==> src/rtl/mac_feeder_pkg.sv <==
// Shared widths, defaults and FSM state encoding for the MAC operand feeder.
package mac_feeder_pkg;
  localparam int PIX_W        = 8;
  localparam int LANES        = 16;
  localparam int WORD_W       = PIX_W * LANES;
  localparam int CHUNKS_DEF   = 49;
  localparam int NEURONS_DEF  = 10;
  localparam int PIPE_LAT_DEF = 2;
  localparam int AW_DEF       = 9;

  localparam logic [2:0] S_IDLE  = 3'd0;
  localparam logic [2:0] S_CLEAR = 3'd1;
  localparam logic [2:0] S_PACK  = 3'd2;
  localparam logic [2:0] S_FETCH = 3'd3;
  localparam logic [2:0] S_ISSUE = 3'd4;
  localparam logic [2:0] S_DRAIN = 3'd5;
  localparam logic [2:0] S_DONE  = 3'd6;
endpackage

==> src/rtl/mac_feeder_pix_packer.sv <==
// Loads pixel bytes lane by lane into one operand word; strobes when the last lane is written.
module mac_feeder_pix_packer
  import mac_feeder_pkg::*;
(
  input  logic              clk,
  input  logic              reset,
  input  logic              i_load,
  input  logic [PIX_W-1:0]  i_byte,
  output logic [WORD_W-1:0] o_word,
  output logic              o_word_full
);
  localparam int LW = $clog2(LANES);

  logic [LW-1:0]     r_lane;
  logic [WORD_W-1:0] r_word;

  always_ff @(posedge clk) begin
    if (reset) begin
      r_lane <= '0;
      r_word <= '0;
    end else if (i_load) begin
      r_word[r_lane*PIX_W +: PIX_W] <= i_byte;
      if (r_lane == LW'(LANES-1)) r_lane <= '0;
      else                        r_lane <= r_lane + 1'b1;
    end
  end

  assign o_word      = r_word;
  assign o_word_full = i_load && (r_lane == LW'(LANES-1));
endmodule

==> src/rtl/mac_feeder.sv <==
// Sequences packed pixel words and ROM weight words into one MAC/accumulator neuron.
//   state | meaning
//   IDLE  | waiting for start with a legal neuron index
//   CLEAR | one-cycle accumulator clear
//   PACK  | accepting pixel bytes into the operand word
//   FETCH | weight ROM address presented
//   ISSUE | operands driven to the MAC for one cycle
//   DRAIN | waiting out the datapath pipeline
//   DONE  | sigmoid output valid
module mac_feeder
  import mac_feeder_pkg::*;
#(
  parameter int CHUNKS   = CHUNKS_DEF,
  parameter int NEURONS  = NEURONS_DEF,
  parameter int PIPE_LAT = PIPE_LAT_DEF,
  parameter int AW       = AW_DEF
) (
  input  logic              clk,
  input  logic              reset,
  input  logic              start,
  input  logic [3:0]        neuron,
  input  logic [PIX_W-1:0]  pix_in,
  input  logic              pix_valid,
  output logic              pix_ready,
  output logic [AW-1:0]     w_addr,
  input  logic [WORD_W-1:0] w_data,
  output logic [WORD_W-1:0] pixels,
  output logic [WORD_W-1:0] weights,
  output logic              acc_clr,
  output logic              busy,
  output logic              out_valid
);
  localparam int CW = $clog2(CHUNKS);
  localparam int DW = $clog2(PIPE_LAT) + 1;

  logic [2:0]        r_state;
  logic [2:0]        w_state_nxt;
  logic [CW-1:0]     r_chunk;
  logic [AW-1:0]     r_base;
  logic [AW-1:0]     r_w_addr;
  logic [DW-1:0]     r_drain;
  logic              r_acc_clr;
  logic              w_neuron_ok;
  logic              w_load;
  logic              w_word_full;
  logic [WORD_W-1:0] w_word;

  assign w_neuron_ok = ({28'd0, neuron} < 32'(NEURONS));
  assign w_load      = (r_state == S_PACK) && pix_valid;

  mac_feeder_pix_packer u_packer (
    .clk         (clk),
    .reset       (reset),
    .i_load      (w_load),
    .i_byte      (pix_in),
    .o_word      (w_word),
    .o_word_full (w_word_full)
  );

  always_comb begin
    w_state_nxt = r_state;
    case (r_state)
      S_IDLE:  if (start && w_neuron_ok) w_state_nxt = S_CLEAR;
      S_CLEAR: w_state_nxt = S_PACK;
      S_PACK:  if (w_word_full) w_state_nxt = S_FETCH;
      S_FETCH: w_state_nxt = S_ISSUE;
      S_ISSUE: w_state_nxt = (r_chunk == CW'(CHUNKS-1)) ? S_DRAIN : S_PACK;
      S_DRAIN: if (r_drain == '0) w_state_nxt = S_DONE;
      S_DONE:  w_state_nxt = S_IDLE;
      default: w_state_nxt = S_IDLE;
    endcase
  end

  always_ff @(posedge clk) begin
    if (reset) begin
      r_state   <= S_IDLE;
      r_chunk   <= '0;
      r_base    <= '0;
      r_w_addr  <= '0;
      r_drain   <= '0;
      r_acc_clr <= 1'b1;
    end else begin
      r_state   <= w_state_nxt;
      r_acc_clr <= (w_state_nxt == S_CLEAR);
      if (r_state == S_IDLE && w_state_nxt == S_CLEAR) begin
        r_base  <= AW'(32'(neuron) * CHUNKS);
        r_chunk <= '0;
      end
      if (r_state == S_ISSUE && w_state_nxt == S_PACK) r_chunk <= r_chunk + 1'b1;
      if (w_state_nxt == S_FETCH) r_w_addr <= r_base + AW'(r_chunk);
      // Down-counter spans the datapath latency; DONE follows its terminal count.
      if (r_state == S_ISSUE && w_state_nxt == S_DRAIN) r_drain <= DW'(PIPE_LAT-1);
      else if (r_state == S_DRAIN)                      r_drain <= r_drain - 1'b1;
    end
  end

  assign pix_ready = (r_state == S_PACK);
  assign w_addr    = r_w_addr;
  assign pixels    = (r_state == S_ISSUE) ? w_word : '0;
  assign weights   = (r_state == S_ISSUE) ? w_data : '0;
  assign acc_clr   = r_acc_clr;
  assign busy      = (r_state != S_IDLE) && (r_state != S_DONE);
  assign out_valid = (r_state == S_DONE);
endmodule
==> config.mk <==
export PLATFORM = sky130hd
export DESIGN_NAME = mac_feeder
export DESIGN_NICKNAME = d
export VERILOG_FILES = /design/src/rtl/mac_feeder_pkg.sv /design/src/rtl/mac_feeder_pix_packer.sv /design/src/rtl/mac_feeder.sv
export SDC_FILE = /design/constraint.sdc
export NUM_CORES = 1
export LEC_CHECK = 0
export CORE_ASPECT_RATIO = 1.5
export CORE_MARGIN = 2
export CORE_UTILIZATION = 25
export DETAILED_ROUTE_END_ITERATION = 8
export PLACE_DENSITY_LB_ADDON = 0.08
export SYNTH_ARGS = -nofsm -noshare
export SYNTH_HDL_FRONTEND = slang
export SYNTH_SLANG_ARGS = --single-unit
==> constraint.sdc <==
create_clock -name clk -period 3.65 [get_ports clk]
set_input_delay 0.73 -clock clk [delete_from_list [all_inputs] [get_ports clk]]
set_output_delay 0.73 -clock clk [all_outputs]
set_load 0.05 [all_outputs]
Word-level counts from Yosys, hierarchy flattened
Index checks and enable logic that the tools add are counted.
Widths: inputs -> output; s select.
{ "classes": {"order_cmp": 1, "mux": 13, "shift": 2, "reduce_logical": 13, "add_sub_neg": 5, "eq_ne": 13, "n_mul": 1} }
{ "ops": {"columns": ["operator", "n"], "rows": [
  ["$mux 128", 2],
  ["$bwmux 128", 1],
  ["$shift 8x34->128 const A", 1],
  ["$shiftx 8x34->128", 1],
  ["$neg 7->34", 1],
  ["$pmux 3 s6", 1],
  ["$eq 3x2->1 const B", 4],
  ["$eq 3x3->1 const B", 4],
  ["$mux 3", 4],
  ["$mux 6", 2],
  ["$add 9x6->9", 1],
  ["$mul 4x6->9 const B", 1],
  ["$logic_and 1x1->1", 7],
  ["$add 6x1->6 const B", 1],
  ["$eq 3x1->1 const B", 2],
  ["$eq 6x6->1 const B", 1],
  ["$add 4x1->4 const B", 1],
  ["$eq 4x4->1 const B", 1],
  ["$lt 4x4->1 const B", 1],
  ["$mux 4", 1],
  ["$reduce_bool 2->1", 2],
  ["$logic_not 3->1", 1],
  ["$ne 3x3->1 const B", 1],
  ["$reduce_bool 3->1", 1],
  ["4 further kinds", 5]
]} }
{ "word_totals": {"output_inout_bits": 269, "register_bits": 162, "inputBits": 144} }

Longest topological paths before layout
{ "depth": {"depth_word": 9, "mapped_depth": 10} }

By module
From an unflattened synthesis, not the netlist that was laid out.
{ "hier_totals": {"cells_unflattened": 1119, "area_unflattened_um2": 8976.1} }
{ "by_module_without_submodules": {"columns": ["mod", "n_inst", "area_each_um2", "cells_each"], "rows": [
  ["mac_feeder_pix_packer", 1, 5600.4, 639],
  ["mac_feeder", 1, 3375.7, 480]
]} }

Worst setup path after synthesis
OpenSTA, ideal clock, no wires.
{ "synth_timing": {"kind": "register to output", "start": "reg r_state[2]", "end": "out pixels[100]", "required_time_ns": 2.920, "path_stages_with_launch": 6, "slack_ns": 1.121, "arrival_ns": 1.799, "path_buffers": 2, "cell_sequence": "dfxtp_1 nor2b_1 nor2b_1 clkbuf_1 clkbuf_1 and2_1"} }
{ "synth_between": {"elab_chain_len": 2} }
{ "synth_lines": {"columns": ["item", "line", "text"], "rows": [
  ["start: declaration", "mac_feeder.sv:36", "logic [2:0] r_state;"],
  ["start signal: assignment", "mac_feeder.sv:83", "r_state <= w_state_nxt;"],
  ["$eq 3x3->1", "mac_feeder.sv:99", "assign pixels = (r_state == S_ISSUE) ? w_word : '0;"],
  ["$mux 128", "mac_feeder.sv:99", null],
  ["end: declaration", "mac_feeder.sv:27", "output logic [WORD_W-1:0] pixels,"]
]} }
No other way between the ends.

Final worst setup path
{ "layout_timing": {"start": "reg r_state[2]", "end": "out weights[96]"} }
{ "layout_between": {"elab_chain_len": 2} }
{ "layout_lines": {"columns": ["item", "line", "text"], "rows": [
  ["$eq 3x3->1", "mac_feeder.sv:100", "assign weights = (r_state == S_ISSUE) ? w_data : '0;"],
  ["$mux 128", "mac_feeder.sv:100", null],
  ["end: declaration", "mac_feeder.sv:28", "output logic [WORD_W-1:0] weights,"]
]} }
No other way between the ends.

==> results.sh <==
export IMPL_totalWireLength_um=35200
export IMPL_dpl_hpwl_um=27900
export IMPL_synthFlopType="dfxtp_1"
export IMPL_fmaxAchievable_mhz=290
export IMPL_insertion_delay_ns=0.43
export IMPL_yosysSeqAreaShare_pct=39.3
export IMPL_skew_ns=0.00805
export IMPL_via_count=8236
export IMPL_outcome="completed"
export IMPL_async_reset_ff_share_pct=0
export IMPL_antenna_found_initial=3
export IMPL_area_delta_synth_final_pct=60.5
export IMPL_core_um2=32400
export IMPL_layout_drive_gt1_share_pct=21.6
export IMPL_global_route_peak_usage_layer="met2"
export IMPL_clkSinkCount=161
export IMPL_syn_area_um2=8210
export IMPL_grt_pass1_vias=8191
export IMPL_row_count=81
export IMPL_grt_max_degree=102
export IMPL_fin_crit_sh_pct=94.4
export IMPL_syn_avg_cell_area_um2=8.29
export IMPL_globalRouteMet1Util_pct=22.4
export IMPL_tightest_slew_ns=0.848
export IMPL_reg2reg_slack_ns=0.99
export IMPL_syn_nets=1157
export IMPL_cts_tree="done"
export IMPL_use_met3_pct=6.10
export IMPL_drv_cap=0
export IMPL_start_util_pct=25.3
export IMPL_start_kind="flop"
export IMPL_path_max_fanout=39
export IMPL_io_buffers=412
export IMPL_endpoint_kind="output port"
export IMPL_post_cts_resized=0
export IMPL_swShare_pct=21.7
export IMPL_fin_nets=1545
export IMPL_globalplace_congestion=0.830
export IMPL_p_per_area_nw_per_um2=340
export IMPL_routedWlPerCell_um=19.4
export IMPL_fin_hold_ws_ns=0.452
export IMPL_ctsHtreeMaxLevel=4
export IMPL_holdBufCountCts=0
export IMPL_path_clk_slew_ns=0.07
export IMPL_cts_setup_buffers=0
export IMPL_hold_viol=0
export IMPL_boundaryPins=413
export IMPL_rsz0062_at_grt="false"
export IMPL_root_buffer="clkbuf_16"
export IMPL_ys_types=59
export IMPL_ys_ff_latch=161
export IMPL_clock_path_buffers=2
export IMPL_drtAntennaViolNets=0
export IMPL_critPathRequiredTime_ns=2.92
export IMPL_grt_pass1_wl_um=51800
export IMPL_relSlewSlack_pct=43.2
export IMPL_die_w_um=152
export IMPL_grt_util_met2_pct=35.7
export IMPL_drc_errors=0
export IMPL_p_leak_nw=5.51
export IMPL_crit_arrival_ns=2.72
export IMPL_pwr_share_seq_pct=40.0
export IMPL_dr_pass1_iters=4
export IMPL_synth_edf_count=0
export IMPL_finalSetupViolations=0
export IMPL_clock_power_share_pct=50.0
export IMPL_die_area_um2=34300
export IMPL_intPower_mw=3.51
export IMPL_fin_setup_tns_ns=0
export IMPL_drt_initial_drc_count=372
export IMPL_hp_class="reg -> reg"
export IMPL_fill_cells=3417
export IMPL_netlist_instances=990
export IMPL_grt_use_total_pct=20.0
export IMPL_ff_latch_area_um2=3220
export IMPL_die_h_um=226
export IMPL_path_class="reg -> out"
export IMPL_combPwrFrac_pct=10.0
export IMPL_switchingPower_uw=973
export IMPL_ys_warn_count=0
export IMPL_cts_buffers=17
export IMPL_via_per_inst=4.55
export IMPL_multi_input_area_um2=4660
export IMPL_finalCriticalPeriod_ns=3.45
export IMPL_slew_violations=0
export IMPL_grt_overflow_total=0
export IMPL_irDropWorstVdd_uv=324
## routing by layer
layer	routed length, um	share of wire (%)
met1	13800	39
met2	18300	52
met3	2300	6.5
met4	809	2.3
met5	13	0.037
## synth_stat cells (2+ instances only)
| cell | count | area (um2) |
|---|---|---|
| a211oi_1 | 10 | 75.1 |
| a21o_1 | 2 | 15.0 |
| a21oi_1 | 15 | 75.1 |
| a22o_1 | 8 | 70.1 |
| a31oi_1 | 5 | 31.3 |
| and2_1 | 260 | 1630 |
| and3_1 | 2 | 12.5 |
| buf_1 | 7 | 26.3 |
| buf_2 | 9 | 45.0 |
| buf_4 | 4 | 30.0 |
| clkbuf_1 | 46 | 173 |
| dfxtp_1 | 161 | 3220 |
| ha_1 | 22 | 275 |
| inv_1 | 13 | 48.8 |
| mux2i_1 | 55 | 551 |
| nand2_1 | 103 | 387 |
| nand3_1 | 77 | 385 |
| nand3b_1 | 3 | 22.5 |
| nand4_1 | 4 | 25.0 |
| nor2_1 | 28 | 105 |
| nor2_2 | 2 | 12.5 |
| nor2b_1 | 7 | 43.8 |
| nor3_1 | 9 | 45.0 |
| nor4_1 | 2 | 12.5 |
| nor4b_1 | 3 | 26.3 |
| o211ai_1 | 9 | 67.6 |
| o21a_1 | 2 | 15.0 |
| o21ai_0 | 71 | 355 |
| o21ai_1 | 8 | 40.0 |
| or2_2 | 2 | 12.5 |
| or3_1 | 4 | 25.0 |
| or4_1 | 2 | 15.0 |
| xnor2_1 | 5 | 43.8 |
| xor2_1 | 5 | 43.8 |
## logic make-up (layout without fill, tap and decap cells)
| family | after synthesis | count (layout) | synth area share (%) |
|---|---|---|---|
| buf+inv | 81 | 482 | 4.12 |
| fa+ha+maj | 23 | 23 | 3.60 |
| mux | 55 | 55 | 6.71 |
| other cells | 0 | 4 | 0 |
| xor+xnor | 10 | 10 | 1.07 |
| simple gates | 521 | 521 | 35.2 |
| flops | 161 | 161 | 39.3 |
| compound gates | 139 | 139 | 10.1 |
## power groups by stage
stage / sequential (mW) / clock, mW / combinational (mW)
floorplan: 1.82 / 0 / 0.201
global placement: 1.83 / 0 / 0.452
detailed placement: 1.83 / 0 / 0.452
CTS: 1.79 / 2.29 / 0.455
global route: 1.79 / 2.37 / 0.484
finish: 1.79 / 2.24 / 0.448
## final cells by class
class	count	share of cell area, %
inverter	14	0.408
clock inverter	11	2.13
tap	415	3.94
timing repair buffer	436	30.2
clock buffer	21	3.42
antenna	4	0.0760
multi-input combinational	748	35.4
sequential	161	24.5
## sequential cells by signal (all words and copies together), names as in the netlist
name and count:
acc_clr 1, r_base 8, r_chunk 6, r_drain 2, r_state 3, u_packer.o_word 128, u_packer.r_lane 4, w_addr 9
## final timing paths
check | from | to | cells after the start
setup / recovery | r_state[2] | weights[96] | 5
hold reg to reg | u_packer.o_word[114] | u_packer.o_word[114] | 2
setup reg to reg | u_packer.r_lane[1] | u_packer.o_word[64] | 7
hold / removal | u_packer.o_word[114] | u_packer.o_word[114] | 2
## critical path, cell delays in order, from the launching register on
cell and delay [ns]:
dfxtp_1 0.46, nor2b_1 0.26, nor2b_4 0.34, buf_12 0.23, and2_1 0.15, clkdlybuf4s50_1 0.82
## per-stage QoR
step / power [mW] / util (%) / instance area, um2 / std cells / setup WS [ns]
after floorplan: 2.03 / - / 8210 / 990 / 1.12
after global placement: 2.28 / 38.3 / 12400 / 1774 / 0.692
after detailed placement: 2.28 / 38.3 / 12400 / 1774 / 0.634
after CTS: 4.54 / 40.6 / 13200 / 1806 / 0.154
after global routing: 4.65 / 40.6 / 13200 / 1808 / 0.00874
final: 4.48 / 40.6 / 13200 / 1810 / 0.205
## cell usage in the layout (no fill, tap or decap), types with 5 or more instances in the layout
cell	count
and2_1	260
buf_4	236
clkdlybuf4s50_1	180
dfxtp_1	161
nand2_1	103
nand3_1	77
o21ai_0	71
mux2i_1	55
nor2_1	28
ha_1	22
buf_12	20
clkbuf_16	17
a21oi_1	15
inv_1	13
a211oi_1	10
nor3_1	9
o211ai_1	9
bufinv_16	9
a22o_1	8
o21ai_1	8
nor2b_1	6
xnor2_1	5
a31oi_1	5
xor2_1	5
Power figures use the tool's default switching activity.
